<file path="config.mk">
export PLATFORM = sky130hd
export DESIGN_NAME = seq_scan_controller
export DESIGN_NICKNAME = d
export VERILOG_FILES = /design/src/rtl/seq_scan_controller.sv
export SDC_FILE = /design/constraint.sdc
export NUM_CORES = 1
export LEC_CHECK = 0
export ABC_AREA = 1
export BUFFER_PORTS_ARGS = -buffer_cell sky130_fd_sc_hd__buf_2
export CAP_MARGIN = 20
export CELL_PAD_IN_SITES_DETAIL_PLACEMENT = 0
export CELL_PAD_IN_SITES_GLOBAL_PLACEMENT = 1
export CORE_UTILIZATION = 36
export CTS_CLUSTER_DIAMETER = 40
export DETAILED_ROUTE_END_ITERATION = 8
export PLACE_DENSITY_LB_ADDON = 0.1
export RECOVER_POWER = 100
export SLEW_MARGIN = 20
export SYNTH_ARGS = -nofsm -noshare
export SYNTH_HDL_FRONTEND = slang
export SYNTH_SLANG_ARGS = --single-unit
</file>
<file path="constraint.sdc">
create_clock -name clk -period 1.6 [get_ports clk]
set_clock_uncertainty 0.1 [all_clocks]
set_input_delay 0.24 -clock clk [delete_from_list [all_inputs] [get_ports clk]]
set_output_delay 0.24 -clock clk [all_outputs]
set_load 0.005 [all_outputs]
</file>
<file path="src/rtl/seq_scan_controller.sv">
// seq_scan_controller
//   Serial pattern-detection scan controller. When start is accepted in IDLE,
//   the word, pattern and overlap mode are latched. The word is then shifted
//   out MSB first, one bit per clock. A window of the last PAT_W bits is
//   compared against the pattern, and hits are counted in either overlapping
//   or non-overlapping mode. busy and done form the handshake with the host.
//
// Ports
//   clk          in   clock, all logic on posedge
//   rst          in   synchronous reset, active-high (takes priority over start)
//   start        in   scan request, sampled only in IDLE
//   data_in      in   [DATA_W-1:0] word to scan, latched on accept
//   pattern      in   [PAT_W-1:0]  pattern, latched on accept, MSB compared first
//   overlap      in   1 = overlapping matches, 0 = non-overlapping; latched on accept
//   busy         out  high during the DATA_W shift cycles
//   done         out  one-cycle pulse after the last shift cycle
//   ser_bit      out  bit consumed this cycle (0 when not shifting)
//   match_pulse  out  registered, one cycle high per detected match
//   match_count  out  [CNT_W-1:0] saturating match count, held until next accept
module seq_scan_controller #(
    parameter int DATA_W = 16,
    parameter int PAT_W  = 5,
    parameter int CNT_W  = 5
) (
    input  logic              clk,
    input  logic              rst,
    input  logic              start,
    input  logic [DATA_W-1:0] data_in,
    input  logic [PAT_W-1:0]  pattern,
    input  logic              overlap,
    output logic              busy,
    output logic              done,
    output logic              ser_bit,
    output logic              match_pulse,
    output logic [CNT_W-1:0]  match_count
);

    localparam int BC_W   = $clog2(DATA_W + 1);
    localparam int FILL_W = $clog2(PAT_W + 1);

    typedef enum logic [1:0] {
        S_IDLE  = 2'd0,
        S_SHIFT = 2'd1,
        S_DONE  = 2'd2
    } state_t;

    state_t              state_q, state_d;
    logic [DATA_W-1:0]   shreg_q, shreg_d;
    logic [PAT_W-1:0]    pat_q, pat_d;
    logic                ovl_q, ovl_d;
    logic [PAT_W-2:0]    hist_q, hist_d;
    logic [FILL_W-1:0]   fill_q, fill_d;
    logic [BC_W-1:0]     bit_cnt_q, bit_cnt_d;
    logic                pulse_q, pulse_d;
    logic [CNT_W-1:0]    cnt_q, cnt_d;

    logic [PAT_W-1:0]    window;
    logic [FILL_W-1:0]   fill_inc;
    logic                hit;

    // The MSB of the shift register is always the bit being consumed.
    assign window   = {hist_q, shreg_q[DATA_W-1]};
    assign fill_inc = (fill_q == FILL_W'(PAT_W)) ? fill_q : fill_q + FILL_W'(1);
    assign hit      = (state_q == S_SHIFT) && (fill_inc == FILL_W'(PAT_W)) && (window == pat_q);

    always_comb begin
        state_d   = state_q;
        shreg_d   = shreg_q;
        pat_d     = pat_q;
        ovl_d     = ovl_q;
        hist_d    = hist_q;
        fill_d    = fill_q;
        bit_cnt_d = bit_cnt_q;
        pulse_d   = 1'b0;
        cnt_d     = cnt_q;

        case (state_q)
            S_IDLE: begin
                if (start) begin
                    shreg_d   = data_in;
                    pat_d     = pattern;
                    ovl_d     = overlap;
                    cnt_d     = '0;
                    hist_d    = '0;
                    fill_d    = '0;
                    bit_cnt_d = '0;
                    state_d   = S_SHIFT;
                end
            end
            S_SHIFT: begin
                shreg_d   = shreg_q << 1;
                hist_d    = window[PAT_W-2:0];
                // Non-overlapping mode restarts the window fill after a hit so
                // bits of a matched pattern are never reused.
                fill_d    = (hit && !ovl_q) ? '0 : fill_inc;
                pulse_d   = hit;
                if (hit && (cnt_q != {CNT_W{1'b1}})) begin
                    cnt_d = cnt_q + CNT_W'(1);
                end
                bit_cnt_d = bit_cnt_q + BC_W'(1);
                if (bit_cnt_q == BC_W'(DATA_W - 1)) begin
                    state_d = S_DONE;
                end
            end
            S_DONE: begin
                state_d = S_IDLE;
            end
            default: begin
                state_d = S_IDLE;
            end
        endcase
    end

    always_ff @(posedge clk) begin
        if (rst) begin
            state_q   <= S_IDLE;
            shreg_q   <= '0;
            pat_q     <= '0;
            ovl_q     <= 1'b0;
            hist_q    <= '0;
            fill_q    <= '0;
            bit_cnt_q <= '0;
            pulse_q   <= 1'b0;
            cnt_q     <= '0;
        end else begin
            state_q   <= state_d;
            shreg_q   <= shreg_d;
            pat_q     <= pat_d;
            ovl_q     <= ovl_d;
            hist_q    <= hist_d;
            fill_q    <= fill_d;
            bit_cnt_q <= bit_cnt_d;
            pulse_q   <= pulse_d;
            cnt_q     <= cnt_d;
        end
    end

    assign busy        = (state_q == S_SHIFT);
    assign done        = (state_q == S_DONE);
    assign ser_bit     = busy & shreg_q[DATA_W-1];
    assign match_pulse = pulse_q;
    assign match_count = cnt_q;

endmodule
</file>
==> reports/qor.yml, run 1 <==
drt:
  drc: 0
  wl_microns: 4560
  routed_via_density: 4.78
  num_vias: 1715
  wl_per_cell_microns: 12.7
  dr.first_iter.drc_count: 56
  drtPass1Iterations: 4
  final_antenna_net_count: 0
placement:
  dp.final_hpwl_microns: 3210
  gp_congestion: 0.816
  io_buffers: 33
  placed_cells: 350
  place_ws_ns: -0.0529
  place_area_sq_um: 2280
pwr:
  switching_share_pct: 26.0
  peakVddDrop_mv: 0.514
  power.total_mw: 2.41
  p_seq_share_pct: 48.0
  power_leakage_nw: 1.02
  p_per_area_nw_per_um2: 971
  switchingPower_mw: 0.627
  combPwrFrac_pct: 16.7
  pwr-share-clk_pct: 35.3
  internal_power_mw: 1.79
grt:
  grt_remaining_overflow: 0
  grt_util_met3_pct: 4.63
  grt_pass1_wl_microns: 7600
  antenna_found_initial: 0
  met2_usage_pct: 29.8
  grt_usage_pct: 17.9
  busiest_layer: "met2"
  grt_pass1_vias: 1632
  gr-usage-met1_pct: 23.4
  grt_max_degree: 28
die:
  die_w_microns: 75.6
  io_pins: 34
  core_sq_um: 5170
  die-area_sq_um: 5710
  die-height_microns: 75.6
  initial_core_util_pct: 37.7
  rows: 26
hold_path:
  worst_hold_path.num_cells: 3
  hp-class: "input pin to flop"
  worstHoldStart: "pattern[2]"
  min_to: "pat_q[2]"
setup_path:
  cpPeakStageDelay_ns: 0.31
  r2r_cells: 9
  arrival_ns: 1.20
  timing.rr.end: "match_count[3]"
  crit_type: "flop to output port"
  crit_start: "state_q[1]"
  critPathLaunchType: "flop"
  r2r_start: "fill_q[1]"
  cpMaxStageDelayCell: "dfxtp_1"
  cp.required_ns: 1.26
  crit_path_end_kind: "output port"
  rrSetupSlack_ns: 0.07
  crit_chain: "inv_2, nand2_4, buf_6, nor2_2, buf_2"
  critPathMaxFanout: 11
run:
  cap_violations: 0
cts:
  cts_buffers: 5
  clockBufferDepth: 2
  clk_pin_slew_worst_paths_ns: 0.08
  clk_latency_ns: 0.28
  cts.htree.levels: 2
  clock_sinks: 42
  root_buffer: "clkbuf_8"
  cts_tree: "yes"
cells_and_area:
  fin_area_sq_um: 2490
  fillers: 522
  drive_above_1_share_pct: 31.1
  diodes: 0
  layout-area-overhead-vs-synth_pct: 27.6
  fin_cells: 359
  finish.net_count: 320
  post-route-util_pct: 48.1
timing:
  hold_viol: 0
  worst_slew_pin_slew_ns: 0.253
  slew_headroom_pct: 83.1
  fin_crit_ns: 1.54
  worst_hold_slack_ns: 0.0789
  slew_viol_final: 0
  post-route-period-util_pct: 96.2
  fmax_ghz: 0.649
  setup_viol: 0
  tns_ns: 0
  rsz0062_at_grt: "yes"
  worst_slack_ns: 0.0603
yosys:
  synth_cells: 242
  yosysWarningCount: 0
  netlist_area_sq_um: 1950
  yosys_register_bits: 42
  yosysUniqueCellTypes: 32
  synth-seq-area-share_pct: 43.2
  synth_nets: 273
  syn_area_per_cell_sq_um: 8.05
status:
  run_status: "finished clean"
-- cell families after synthesis --
| family | Yosys count | share of synthesized area, % |
|---|---|---|
| simple gates | 86 | 22.5 |
| xor+xnor | 4 | 1.80 |
| buf+inv | 44 | 9.31 |
| flops | 42 | 43.2 |
| compound gates | 60 | 19.4 |
| fa+ha+maj | 6 | 3.85 |
-- cells in the final DEF, fill, tap and decap left out, drive strengths merged --
| cell type | instances |
|---|---|
| buf | 48 |
| dfxtp | 42 |
| nand2 | 39 |
| inv | 34 |
| nor2 | 30 |
| a21oi | 28 |
| o221ai | 15 |
| nand3 | 13 |
| o21ai | 10 |
| clkbuf | 8 |
| ha | 6 |
| xnor2 | 3 |
| a22oi | 3 |
| nand3b | 2 |
| nor3 | 1 |
| o22ai | 1 |
| o311a | 1 |
| a221oi | 1 |
| xor2 | 1 |
| o32ai | 1 |
| nor4 | 1 |
| bufinv | 1 |
-- area by class of cell --
type	instances	area, sq um	area share [%]
repair buffers	50	307	12.3
flip-flops and latches	42	847	34.1
clock buffers	6	82.6	3.32
clock inverters	1	30.0	1.21
inverters	34	135	5.44
multi-input cells	156	997	40.1
well taps	70	87.6	3.52
-- Yosys cell counts (all sizes together) --
master   n  area share, %
nand3   13            4.2
a221oi   1           0.45
nand2   39            8.5
nor2    30            8.3
dfxtp   42             43
nor3     1           0.26
inv     34            6.8
o21ai   10            2.6
o22ai    1           0.32
xnor2    3            1.3
xor2     1           0.45
o311a    1           0.51
o32ai    1           0.45
a21oi   28            7.2
nand3b   2           0.77
ha       6            3.9
o221ai  15            6.7
nor4     1           0.32
a22oi    3            1.2
buf      5            1.5
clkbuf   5           0.96
-- flip-flops by register name, summed over array words and instances (netlist names) --
register / cells
bit_cnt_q: 5
fill_q: 3
hist_q: 4
match_count: 5
match_pulse: 1
ovl_q: 1
pat_q: 5
shreg_q: 16
state_q: 2
-- routing by layer --
metal	up-vias	part of all wire, %
met5	-	0
met2	24	49
met4	0	0.59
li1	908	-
met3	2	3.6
met1	781	47
-- worst max path at each step --
| stage | end | slack (ns) | cells past startpoint |
|---|---|---|---|
| global placement | match_count[2] | -0.01 | 10 |
| CTS | match_count[1] | 0.0009 | 10 |
| detailed placement | match_count[1] | -0.05 | 10 |
| floorplan | match_count[2] | 0.05 | 10 |
| global route | match_count[3] | -0.03 | 9 |
| finish | ser_bit | 0.06 | 5 |
-- worst max-delay path: cells and delay by family, from the launching register on --
kind,cells,cell delay (ns)
AND/OR/NAND/NOR,2,0.22
flip-flops,1,0.31
buffers and inverters,3,0.39
-- repair_timing --
action / in CTS / in global routing
buffers inserted: 0 / 2
endpoints found under the setup margin: 6 / 9
hold buffers: 0 / 0
gates resized for setup: 6 / 20
pin swaps: 1 / 5
-- power by group through the flow --
stage                     sequential (mW)  clock [mW]  combinational, mW
after floorplan                      1.18           0              0.248
after global routing                 1.17       0.929              0.458
after global placement               1.18           0              0.386
after detailed placement             1.18           0              0.389
after CTS                            1.16       0.880              0.393
final                                1.16       0.851              0.403
Note: power is estimated with default switching activity, not from simulation.
==> run 2, diff against run 1 <==
--- a/config.mk
+++ b/config.mk
@@ -10,7 +10,8 @@
 export CAP_MARGIN = 20
 export CELL_PAD_IN_SITES_DETAIL_PLACEMENT = 0
 export CELL_PAD_IN_SITES_GLOBAL_PLACEMENT = 1
-export CORE_UTILIZATION = 36
+export CORE_UTILIZATION = 38
+export CTS_BUF_LIST = sky130_fd_sc_hd__clkbuf_4
 export CTS_CLUSTER_DIAMETER = 40
 export DETAILED_ROUTE_END_ITERATION = 8
 export PLACE_DENSITY_LB_ADDON = 0.1
==> run 2 against run 1 <==
Hold slack worse by 0.054 ns. Core utilization is 3.2 points higher. Critical path type is now flop to flop. Via count up 3.1%. Routed wire length grew 0.81%. Final cell count is 0.84% higher. Critical path depth is 4 higher. Sequential power is essentially flat.
==> reports/qor.yml, run 2 (same netlist as run 1, synthesis figures left out) <==
cts:
  clk_latency_ns: 0.35  # was 0.28 ns
  cts_buffers: 5  # unchanged
  cts_tree: "yes"  # unchanged
  clockBufferDepth: 2  # unchanged
  clock_sinks: 42  # unchanged
  root_buffer: "clkbuf_4"  # was clkbuf_8
  cts.htree.levels: 2  # unchanged
  clk_pin_slew_worst_paths_ns: 0.12  # was 0.08 ns
setup_path:
  crit_chain: "ha_2, nand2_1, nor2_1, ha_1, a21oi_2, nand3_4, nand2_8, nand2_2, a21oi_2"  # was inv_2, nand2_4, buf_6, nor2_2, buf_2
  crit_family: "simple AND/OR/NAND/NOR gates"  # was buffers and inverters
  cpPeakStageDelay_ns: 0.35  # was 0.31 ns
  cp.required_ns: 1.78  # was 1.26 ns
  critPathMaxFanout: 8  # was 11
  path_common_cell: "a21oi_2"
  critPathLaunchType: "flop"  # unchanged
  crit_path_end_kind: "flop"  # was output port
  crit_type: "flop to flop"  # was flop to output port
  cpMaxStageDelayCell: "dfxtp_2"  # was dfxtp_1
  arrival_ns: 1.77  # was 1.20 ns
  crit_buf_inv: 0  # was 3
timing:
  rsz0062_at_grt: "yes"  # unchanged
  slew_headroom_pct: 80.2  # was 83.1%
  setup_viol: 0  # unchanged
  hold_viol: 0  # unchanged
  post-route-period-util_pct: 99.3  # was 96.2%
  slew_viol_final: 0  # unchanged
  fin_crit_ns: 1.59  # was 1.54 ns
  worst_slack_ns: 0.0117  # was 0.0603 ns
  worst_slew_pin_slew_ns: 0.295  # was 0.253 ns
  fmax_ghz: 0.630  # was 0.649 GHz
grt:
  grt_pass1_wl_microns: 7160  # was 7600 microns
  antenna_found_initial: 0  # unchanged
  grt_pass1_vias: 1546  # was 1632
  grt_remaining_overflow: 0  # unchanged
  grt_usage_pct: 17.6  # was 17.9%
  grt_max_degree: 28  # unchanged
drt:
  drtPass1Iterations: 4  # unchanged
  wl_microns: 4600  # was 4560 microns
  wl_per_cell_microns: 12.7  # about the same
  num_vias: 1768  # was 1715
  dr.first_iter.drc_count: 56  # unchanged
  routed_via_density: 4.88  # was 4.78
  drc: 0  # unchanged
  final_antenna_net_count: 0  # unchanged
cells_and_area:
  layout_common_cells: "37 x dfxtp_1, 30 x buf_2, 28 x inv_1, 28 x nand2_1, 26 x a21oi_1"  # was 39 x dfxtp_1, 31 x buf_2, 29 x nand2_1
  largest_reg_flops: 16  # unchanged
  drive_above_1_share_pct: 31.2  # was 31.1%
  finish.net_count: 325  # was 320
  fin_cells: 362  # was 359
  fillers: 494  # was 522
  regMostFlops: "shreg_q"  # unchanged
  layout_commonest_cell: "dfxtp_1"  # unchanged
  diodes: 0  # unchanged
  layout-area-overhead-vs-synth_pct: 26.7  # was 27.6%
hold_path:
  hp-class: "input pin to flop"  # unchanged
die:
  initial_core_util_pct: 40.4  # was 37.7%
  die-height_microns: 73.6  # was 75.6 microns
  die-area_sq_um: 5420  # was 5710 sq um
  core_sq_um: 4820  # was 5170 sq um
  io_pins: 34  # unchanged
  die_w_microns: 73.6  # was 75.6 microns
  rows: 25  # was 26
status:
  run_status: "finished clean"  # unchanged
pwr:
  peakVddDrop_mv: 0.505  # was 0.514 mV
  p_per_area_nw_per_um2: 852  # was 971 nW/um^2
  power_leakage_nw: 1.02  # about the same
placement:
  io_buffers: 33  # unchanged
  place_ws_ns: 0.000826  # was -0.0529 ns
  dp.final_hpwl_microns: 3060  # was 3210 microns
  placed_cells: 346  # was 350
  gp_congestion: 0.822  # was 0.816
run:
  cap_violations: 0  # unchanged
-- run 2: changes by cell type in the layout (fill, tap and decap cells not counted), moves of 2 or more --
cell           before  now
dfxtp_1            39   37
clkbuf_8            6    0
dfxtp_2             2    4
dlygate4sd3_1       0    2
clkbuf_1            2    4
clkbuf_4            0    6
-- run 2: area by class of cell --
class / instances / area [sq um] / share of cell area [%]
multi-input combinational: 156 / 997 / 40.4
clock buffer: 6 / 45.0 / 1.83
sequential: 42 / 850 / 34.4
inverter: 34 / 135 / 5.48
clock inverter: 2 / 8.76 / 0.355
tap: 67 / 83.8 / 3.40
timing repair buffer: 55 / 348 / 14.1
-- run 2: final timing paths --
kind / start / end / slack (ns) / cells past startpoint
worst max-delay path: match_count[0] / match_count[0] / 0.01 / 9
worst min-delay path: pattern[4] / pat_q[4] / 0.03 / 3
worst max register to register: match_count[0] / match_count[0] / 0.01 / 9
worst min register to register: shreg_q[7] / shreg_q[7] / 0.35 / 2
-- run 2: power breakdown --
group	switching [mW]	internal (mW)	total, mW
Sequential	0.0448	1.12	1.16
Combinational	0.236	0.181	0.417
Clock	0.341	0.183	0.523
-- run 2: worst reg2reg max path, cell delays in order, from the launching register on --
cell and delay [ns]:
dfxtp_2 0.35, ha_2 0.19, nand2_1 0.07, nor2_1 0.05, ha_1 0.19, a21oi_2 0.15, nand3_4 0.12, nand2_8 0.11
nand2_2 0.06, a21oi_2 0.14
-- run 2: routing by layer --
layer	GRT usage [%]	vias to the layer above	part of all wire (%)	wire length, microns
met1	22.3	807	47	2140
met5	0	-	0	0
met2	29.2	37	48	2200
met4	7.05	0	1.2	55
li1	-	919	-	-
met3	3.57	5	4.4	202
-- run 2: timing repair --
action	CTS	global route
gates resized for setup	5	26
endpoints found under the setup margin	7	11
setup buffers	0	7
cloned	0	0
pin swaps	0	7
hold endpoints to repair	2	0
hold buffers	2	0
-- run 2: per-stage QoR --
step / instance area [sq um] / hold WS, ns / power (mW) / util (%) / setup TNS (ns)
after global routing: 2470 / 0.0121 / 2.22 / 51.2 / -0.266
final: 2470 / 0.0252 / 2.10 / 51.2 / 0
after global placement: 2250 / 0.336 / 1.56 / 46.8 / -0.110
after floorplan: 1950 / 0.209 / 1.42 / - / 0
after detailed placement: 2250 / 0.337 / 1.55 / 46.8 / 0
after CTS: 2330 / 0.0113 / 2.09 / 48.4 / -0.198
==> run 3, diff against run 2 <==
--- a/config.mk
+++ b/config.mk
@@ -16,6 +16,7 @@
 export DETAILED_ROUTE_END_ITERATION = 8
 export PLACE_DENSITY_LB_ADDON = 0.1
 export RECOVER_POWER = 100
+export REMOVE_ABC_BUFFERS = 1
 export SLEW_MARGIN = 20
 export SYNTH_ARGS = -nofsm -noshare
 export SYNTH_HDL_FRONTEND = slang
==> run 3 against run 2 <==
Clock power is 31% higher. Register-to-register slack is essentially flat. Combinational power rose by 4.8%. Critical path type unchanged. Count of clock-buffer cells in the layout is 1 lower. Largest power group unchanged. First-iteration DRC count up 32%. Final cell count up 1.1%.
==> reports/qor.yml, run 3 (same netlist as run 1, synthesis figures left out) <==
status:
  run_status: "finished clean"  # unchanged
setup_path:
  critPathLaunchType: "flop"  # unchanged
  cp.required_ns: 1.76  # was 1.78 ns
  arrival_ns: 1.74  # was 1.77 ns
  critPathMaxFanout: 3  # was 8
  r2r_start: "fill_q[0]"  # was match_count[0]
  crit_start: "fill_q[0]"  # was match_count[0]
  crit_path_end_kind: "flop"  # unchanged
  crit_type: "flop to flop"  # unchanged
die:
  die-height_microns: 73.6  # unchanged
  core_sq_um: 4820  # unchanged
  die_w_microns: 73.6  # unchanged
  die-area_sq_um: 5420  # unchanged
  io_pins: 34  # unchanged
  rows: 25  # unchanged
  initial_core_util_pct: 40.4  # unchanged
drt:
  num_vias: 1782  # was 1768
  drc: 0  # unchanged
  dr.first_iter.drc_count: 74  # was 56
  drtPass1Iterations: 4  # unchanged
  wl_microns: 4610  # was 4600 microns
  final_antenna_net_count: 0  # unchanged
  routed_via_density: 4.87  # was 4.88
  wl_per_cell_microns: 12.6  # was 12.7 microns
cells_and_area:
  largest_reg_flops: 16  # unchanged
  finish.net_count: 329  # was 325
  fillers: 517  # was 494
  diodes: 0  # unchanged
  layout-area-overhead-vs-synth_pct: 31.7  # was 26.7%
  layout_common_cells: "36 x dfxtp_1, 32 x buf_2, 28 x inv_1, 28 x nand2_1, 27 x a21oi_1"  # was 37 x dfxtp_1, 30 x buf_2, 28 x inv_1, 28 x nand2_1, 26 x a21oi_1
  regMostFlops: "shreg_q"  # unchanged
  drive_above_1_share_pct: 33.1  # was 31.2%
  layout_commonest_cell: "dfxtp_1"  # unchanged
cts:
  clk_latency_ns: 0.36  # was 0.35 ns
  cts.htree.levels: 2  # unchanged
  cts_tree: "yes"  # unchanged
  cts_buffers: 5  # unchanged
  clock_sinks: 42  # unchanged
  root_buffer: "clkbuf_4"  # unchanged
  clockBufferDepth: 2  # unchanged
  clk_pin_slew_worst_paths_ns: 0.13  # was 0.12 ns
timing:
  worst_hold_slack_ns: 0.0224  # was 0.0252 ns
  post-route-period-util_pct: 98.5  # was 99.3%
  slew_viol_final: 0  # unchanged
  worst_slew_pin_slew_ns: 0.296  # was 0.295 ns
  rsz0062_at_grt: "yes"  # unchanged
  worst_slack_ns: 0.0244  # was 0.0117 ns
  slew_headroom_pct: 80.3  # was 80.2%
  setup_viol: 0  # unchanged
  hold_viol: 0  # unchanged
  fmax_ghz: 0.635  # was 0.630 GHz
  fin_crit_ns: 1.58  # was 1.59 ns
grt:
  grt_pass1_vias: 1619  # was 1546
  grt_pass1_wl_microns: 7310  # was 7160 microns
  antenna_found_initial: 0  # unchanged
  grt_max_degree: 28  # unchanged
  grt_usage_pct: 17.9  # was 17.6%
  grt_remaining_overflow: 0  # unchanged
placement:
  gp_congestion: 0.746  # was 0.822
  place_ws_ns: -0.00189  # was 0.000826 ns
  io_buffers: 33  # unchanged
  dp.final_hpwl_microns: 2880  # was 3060 microns
run:
  cap_violations: 0  # unchanged
pwr:
  peakVddDrop_mv: 0.461  # was 0.505 mV
  p_per_area_nw_per_um2: 889  # was 852 nW/um^2
  power_leakage_nw: 1.08  # was 1.02 nW
hold_path:
  worstHoldStart: "overlap"  # was pattern[4]
  hp-class: "input pin to flop"  # unchanged
-- run 3: changes by cell type in the layout (fill, tap and decap cells not counted), moves of 2 or more --
cell,before,now
buf_2,30,32
buf_4,16,18
clkbuf_1,4,2
dlygate4sd3_1,2,4
nand3_1,11,9
nand3_2,1,3
-- run 3: critical path, stage by stage (launching register included) --
cell	delay, ns
dfxtp_4	0.39
ha_4	0.27
nand2_2	0.07
nand2_2	0.08
nand2_2	0.07
nor2_4	0.14
nand3_4	0.13
buf_6	0.14
nand3_2	0.04
a21oi_1	0.06
-- run 3: what timing repair did --
| item | in CTS | in global routing |
|---|---|---|
| cloned | 0 | 1 |
| hold endpoints to repair | 4 | 0 |
| endpoints found under the setup margin | 6 | 8 |
| hold buffers | 4 | 0 |
| setup buffers | 1 | 6 |
| resized for setup | 6 | 28 |
| pin swaps | 1 | 9 |
-- run 3: metrics by stage --
step                std cells  TNS (ns)  util, %  power [mW]  instance area (sq um)
floorplan                 232         0        -        1.40                   1900
global placement          346   -0.0617     46.8        1.55                   2250
detailed placement        346  -0.00189     46.8        1.55                   2250
CTS                       359         0     49.7        2.26                   2390
global route              366    -0.301     53.2        2.41                   2560
finish                    366         0     53.2        2.28                   2560
-- run 3: cell type report --
cell class	instances	area (sq um)	area share, %
clock buffers	5	37.5	1.46
well taps	67	83.8	3.27
repair buffers	59	399	15.6
inverters	34	135	5.27
flip-flops and latches	42	851	33.2
clock inverters	3	40.0	1.56
multi-input cells	156	1020	39.7
-- run 3: per-layer routing --
| layer | wire length, microns | global-route usage, % |
|---|---|---|
| met5 | 0 | 0 |
| met4 | 69 | 7.69 |
| met3 | 174 | 4.53 |
| met2 | 2140 | 29.1 |
| met1 | 2230 | 22.4 |
-- run 3: worst paths after layout --
path	to	slack, ns	depth (start not counted)
worst max register to register	match_count[3]	0.02	9
worst min-delay path	ovl_q	0.02	3
worst min register to register	shreg_q[13]	0.35	2
worst max-delay path	match_count[3]	0.02	9
-- run 3: report_power, final --
part	internal [mW]	switching [mW]
logic	0.195	0.242
registers	1.12	0.0431
clock network	0.324	0.359
